[src/rtl/dmem_pkg.sv]
// dmem_pkg
// Shared definitions for the data memory and its block-copy DMA.
// Holds the DMA state encoding, the byte stride between consecutive
// vector words, and the default memory geometry so that the DMA and
// the data memory agree on word and address widths.
// No ports (package).

package dmem_pkg;

    // Default memory geometry: words in the memory, elements per word,
    // and bits per element. A word is ELEM_SIZE*VECT_SIZE bits wide.
    localparam int DATA_SLOTS = 64;
    localparam int VECT_SIZE  = 8;
    localparam int ELEM_SIZE  = 8;

    // Byte distance between consecutive vector words.
    localparam int WORD_BYTES = 4;

    // Copy engine states.
    typedef enum logic [1:0] {
        IDLE  = 2'd0,
        READ  = 2'd1,
        WRITE = 2'd2,
        DONE  = 2'd3
    } dma_state_t;

endpackage

[src/rtl/dmem_dma.sv]
// dmem_dma
// Block-copy initiator for the data memory. Copies len consecutive
// vector words from src_base to dst_base through the memory's single
// port, alternating one READ cycle and one WRITE cycle per word, in
// ascending address order. An external mux grants the port while busy.
//
// Optional feature macro: DMA_XOR_EN
//   defined   -> key port exists, key is latched at start and every
//                written word is the read word XOR key.
//   undefined -> plain copy, no key port.
//
// Ports:
//   clk       in  1      rising-edge clock
//   reset     in  1      synchronous active-high reset
//   start     in  1      copy request, only honoured in IDLE
//   src_base  in  W      byte address of the first source word
//   dst_base  in  W      byte address of the first destination word
//   len       in  LEN_W  number of words to copy (0..DATA_SLOTS)
//   key       in  W      XOR key (DMA_XOR_EN only)
//   busy      out 1      high in READ and WRITE
//   done      out 1      one-cycle completion pulse
//   mem_a     out W      memory byte address
//   mem_we    out 1      memory write enable
//   mem_wd    out W      memory write data
//   mem_rd    in  W      memory read data, combinational from mem_a

module dmem_dma #(
    parameter  int DATA_SLOTS = dmem_pkg::DATA_SLOTS,
    parameter  int VECT_SIZE  = dmem_pkg::VECT_SIZE,
    parameter  int ELEM_SIZE  = dmem_pkg::ELEM_SIZE,
    localparam int W          = ELEM_SIZE * VECT_SIZE,
    localparam int LEN_W      = $clog2(DATA_SLOTS) + 1
) (
    input  logic             clk,
    input  logic             reset,
    input  logic             start,
    input  logic [W-1:0]     src_base,
    input  logic [W-1:0]     dst_base,
    input  logic [LEN_W-1:0] len,
`ifdef DMA_XOR_EN
    input  logic [W-1:0]     key,
`endif
    output logic             busy,
    output logic             done,
    output logic [W-1:0]     mem_a,
    output logic             mem_we,
    output logic [W-1:0]     mem_wd,
    input  logic [W-1:0]     mem_rd
);

    import dmem_pkg::*;

    localparam logic [W-1:0]     STRIDE  = W'(WORD_BYTES);
    localparam logic [LEN_W-1:0] CNT_ONE = LEN_W'(1);

    dma_state_t       state_q;
    logic [W-1:0]     src_q;
    logic [W-1:0]     dst_q;
    logic [LEN_W-1:0] cnt_q;

    // Registered copies of every output. buf_q is the word buffer and is
    // driven straight onto mem_wd; it is only non-zero during WRITE.
    logic             busy_q;
    logic             done_q;
    logic [W-1:0]     mem_a_q;
    logic             mem_we_q;
    logic [W-1:0]     buf_q;

    // Word captured during READ. With the XOR feature the key is folded in
    // at capture time, so the buffer already holds buf ^ key_q and mem_wd
    // stays a plain register with no path from mem_rd.
    logic [W-1:0]     buf_d;

`ifdef DMA_XOR_EN
    logic [W-1:0]     key_q;

    assign buf_d = mem_rd ^ key_q;
`else
    assign buf_d = mem_rd;
`endif

    // Single FSM block. Outputs are computed for the state being entered,
    // so that during each state the registered outputs already show that
    // state's bus cycle. Each branch starts from an all-quiet output set
    // and raises only what the next state needs.
    always_ff @(posedge clk) begin
        if (reset) begin
            state_q  <= IDLE;
            src_q    <= '0;
            dst_q    <= '0;
            cnt_q    <= '0;
            busy_q   <= 1'b0;
            done_q   <= 1'b0;
            mem_a_q  <= '0;
            mem_we_q <= 1'b0;
            buf_q    <= '0;
`ifdef DMA_XOR_EN
            key_q    <= '0;
`endif
        end else begin
            busy_q   <= 1'b0;
            done_q   <= 1'b0;
            mem_a_q  <= '0;
            mem_we_q <= 1'b0;
            buf_q    <= '0;

            case (state_q)
                IDLE: begin
                    if (start) begin
                        src_q <= src_base;
                        dst_q <= dst_base;
                        cnt_q <= len;
`ifdef DMA_XOR_EN
                        key_q <= key;
`endif
                        if (len != '0) begin
                            state_q <= READ;
                            busy_q  <= 1'b1;
                            mem_a_q <= src_base;
                        end else begin
                            state_q <= DONE;
                            done_q  <= 1'b1;
                        end
                    end
                end

                READ: begin
                    // Capture the source word and present the destination
                    // write for the coming WRITE cycle.
                    buf_q    <= buf_d;
                    src_q    <= src_q + STRIDE;
                    state_q  <= WRITE;
                    busy_q   <= 1'b1;
                    mem_a_q  <= dst_q;
                    mem_we_q <= 1'b1;
                end

                WRITE: begin
                    dst_q <= dst_q + STRIDE;
                    cnt_q <= cnt_q - CNT_ONE;
                    if (cnt_q == CNT_ONE) begin
                        state_q <= DONE;
                        done_q  <= 1'b1;
                    end else begin
                        // src_q was already advanced in READ, so it now
                        // points at the next source word.
                        state_q <= READ;
                        busy_q  <= 1'b1;
                        mem_a_q <= src_q;
                    end
                end

                DONE: begin
                    state_q <= IDLE;
                end

                default: begin
                    state_q <= IDLE;
                end
            endcase
        end
    end

    assign busy   = busy_q;
    assign done   = done_q;
    assign mem_a  = mem_a_q;
    assign mem_we = mem_we_q;
    assign mem_wd = buf_q;

endmodule

[config.mk]
export PLATFORM = sky130hd
export DESIGN_NAME = dmem_dma
export DESIGN_NICKNAME = d
export VERILOG_FILES = /design/src/rtl/dmem_pkg.sv /design/src/rtl/dmem_dma.sv
export SDC_FILE = /design/constraint.sdc
export NUM_CORES = 1
export LEC_CHECK = 0
export ABC_AREA = 1
export CAP_MARGIN = 20
export CORE_MARGIN = 2
export CORE_UTILIZATION = 45
export CTS_CLUSTER_DIAMETER = 30
export DETAILED_ROUTE_END_ITERATION = 8
export PLACE_DENSITY = 0.84
export SYNTH_ARGS = -nofsm -noshare
export SYNTH_HDL_FRONTEND = slang
export SYNTH_SLANG_ARGS = --single-unit
export TNS_END_PERCENT = 50
[constraint.sdc]
create_clock -name clk -period 1.9 [get_ports clk]
set_input_delay 0.285 -clock clk [delete_from_list [all_inputs] [get_ports clk]]
set_output_delay 0.285 -clock clk [all_outputs]
set_load 0.02 [all_outputs]
==> flow_summary_export.csv <==
group,metric,value,unit
sta,rsz0062_at_grt,"true",
final_layout,layout_commonest_cell,"nand2_1",
worst_setup_path,crit_type,"reg2out",
placed_design,place_area,19500,sq um
logic_synthesis,ys_types,44,
floorplan,initial_core_util,45.5,%
cts,cts_max_level,3,
worst_setup_path,crit_path_start,"mem_a[45]",
cts,postCtsHoldBufs,0,
floorplan,die_x,185,microns
worst_setup_path,cpPeakStageDelay,0.63,ns
power,p_leak,9.30,nW
sta,finalHoldViolations,0,
logic_synthesis,yosysWarningCount,0,
global_route,grt_pass1_wl,97000,microns
worst_setup_path,path_delay_family,"buffers and inverters",
worst_setup_path,end_kind,"output pin",
worst_setup_path,path_cells,"clkdlybuf4s50_1",
routing,vias_per_cell,5.37,
sta,finalSetupViolations,0,
logic_synthesis,synthFlopType,"dfxtp_1",
cts,ctsLongestPathBuffers,3,
worst_setup_path,path_buf_inv,1,
placed_design,place_hpwl,49100,microns
final_layout,finalNetCount,3080,
floorplan,fp.dieH,185,microns
routing,drc,0,
routing,drt-initial-drc-count,2040,
final_layout,diodes,0,
sta,period_needed,1.90,ns
cts,cts_sinks,268,
worst_setup_path,r2r_start,"src_q[17]",
final_layout,drive_gt1_share,14.7,%
sta,slew_viol_final,0,
run,cap_violations,0,
worst_setup_path,cp_slowest_cell,"clkdlybuf4s50_1",
global_route,grt_pass1_vias,17200,
sta,worstMarginPinSlew,0.444,ns
worst_setup_path,cp_max_fo,1,
final_layout,final_area,22400,sq um
sta,min_period_over_period,99.8,%
routing,antenna_left,0,
run_status,status,"completed",
logic_synthesis,syn_nets,2612,
global_route,grt_usage,37.3,%
global_route,grt_antenna_before_repair,1,
min_path,hp-class,"in2reg",
logic_synthesis,syn_area,14700,sq um
power,ir_worst_vdd,1150,uV
worst_setup_path,critPathLaunchType,"register",
placed_design,dp.cells,3242,
worst_setup_path,reg2reg_slack,0.01,ns
routing,vias,18100,
global_route,grt_max_degree,73,
routing,drt_pass1_iterations,8,
sta,finClkSkew,0.0231,ns
power,total_power,23.1,mW
logic_synthesis,synthArstFlopShare,0,%
logic_synthesis,ys_ff_latch,268,
logic_synthesis,yosysSeqAreaShare,36.4,%
final_layout,final_cell_mix,"nand2_1, nor2_1, clkdlybuf4s50_1",
power,powerDensity,1030,nW/um^2
sta,max_slew_margin,70.3,%
cts,tritoncts,"done",
global_route,overflow,0,
logic_synthesis,netlist_instances,2406,
worst_setup_path,worst_ep_required_time,1.62,ns
placed_design,gp_congestion,0.994,
placed_design,io_buffer_count,332,
floorplan,dieArea,34200,sq um
routing,drt_wl_total,65300,microns
min_path,min_from,"reset",
cts,insertion_delay,0.59,ns
floorplan,core_area,32400,sq um
final_layout,area_growth,52.3,%
floorplan,fp-row-count,66,
cts,clk_pin_slew,0.05,ns
worst_setup_path,worstPathArrival,1.61,ns
logic_synthesis,synth_edf_count,0,
cts,root_buffer,"clkbuf_16",
final_layout,final_cells,3374,
logic_synthesis,syn-mean-instance-area,6.12,sq um
cts,numCtsBuffers,71,
floorplan,ios,333,
routing,routedWlPerCell,19.4,microns
sta,fmax,528,MHz
-- metal layers --
metal  up-vias  track usage, %  routed length, microns
met1      8347            48.7                   26900
met3       175            7.85                    6120
met5         -               0                       0
li1       8585               -                       -
met4         0            19.2                    3270
met2      1001            58.0                   29000
-- kinds of logic after synthesis --
group / share of synthesized area (%)
AOI/OAI and AO/OA: 14.4
xor gates and xnor gates: 0.594
adders and majority gates: 0.340
buffers and inverters: 10.5
DFF: 36.4
and+or+nand+nor: 37.8
-- cell type report --
cell class / count / area (sq um)
Inverter: 291 / 1100
Tap cell: 442 / 553
Sequential cell: 268 / 5390
Clock buffer: 84 / 1940
Fill cell: 2815 / 9930
Timing Repair Buffer: 491 / 4700
Clock inverter: 47 / 727
Multi-Input combinational cell: 1751 / 8030
-- worst reg2reg max path: stages (launching register included) --
cell and delay (ns):
dfxtp_1 0.44, nand2_1 0.16, nor2_1 0.14, buf_4 0.15, nand2_1 0.11, nor2_1 0.19
nand2_1 0.16, o21ai_0 0.19, nand3_1 0.09, nand2_1 0.06, a21oi_1 0.05
-- sequential cells by signal, summed over array words and instances, names as in the netlist --
name     flops
mem_wd      64
mem_we       1
src_q       64
dst_q       64
mem_a       64
busy         1
state_q      2
done         1
cnt_q        7
-- final timing paths --
check | endpoint | cells past startpoint
setup / recovery | mem_a[45] | 1
hold / removal | mem_a[51] | 2
setup reg to reg | src_q[63] | 10
hold reg to reg | cnt_q[6] | 2
-- power breakdown --
part	total [mW]	internal [mW]	switching (mW)
combinational	3.23	1.40	1.82
clock	13.4	9.38	4.00
sequential	6.52	6.08	0.438
-- stage by stage --
stage               setup TNS, ns  worst slack [ns]  utilization [%]  hold WS, ns
floorplan                       0             0.265                -        0.369
global placement           -0.557            -0.171             60.3        0.453
detailed placement         -0.689            -0.121             60.3        0.457
CTS                             0           0.00321             68.6       0.0838
global route               -0.432            -0.140             69.3        0.118
finish                          0           0.00447             69.3        0.110
-- cell usage after synthesis, types with 3 or more instances --
cell type / number / share of area, %
o31ai_1: 5 / 0.25
o21ai_1: 7 / 0.24
nand2_2: 20 / 0.85
clkbuf_1: 44 / 1.1
o221ai_1: 7 / 0.42
o211ai_1: 54 / 2.8
nor2_1: 430 / 11
nor2_2: 17 / 0.72
a21oi_1: 119 / 4.0
xor2_1: 6 / 0.36
nand2_1: 729 / 19
a21oi_2: 3 / 0.18
buf_2: 37 / 1.3
nand4_1: 23 / 0.98
a31oi_1: 11 / 0.47
buf_1: 7 / 0.18
o22ai_1: 33 / 1.4
nor3_1: 6 / 0.20
dfxtp_1: 268 / 36
nor2_4: 9 / 0.69
o21ai_0: 110 / 3.7
nand3_1: 130 / 4.4
ha_1: 4 / 0.34
inv_1: 284 / 7.2
a211oi_1: 6 / 0.31
inv_2: 5 / 0.13
buf_4: 3 / 0.15
xnor2_1: 4 / 0.24
-- timing repair --
item,CTS,global route
gates cloned,0,0
setup endpoints to repair,12,79
gates resized for setup,7,91
buffers inserted,0,1
pin swaps,0,3
No activity file was read; power rests on OpenSTA's default activity.
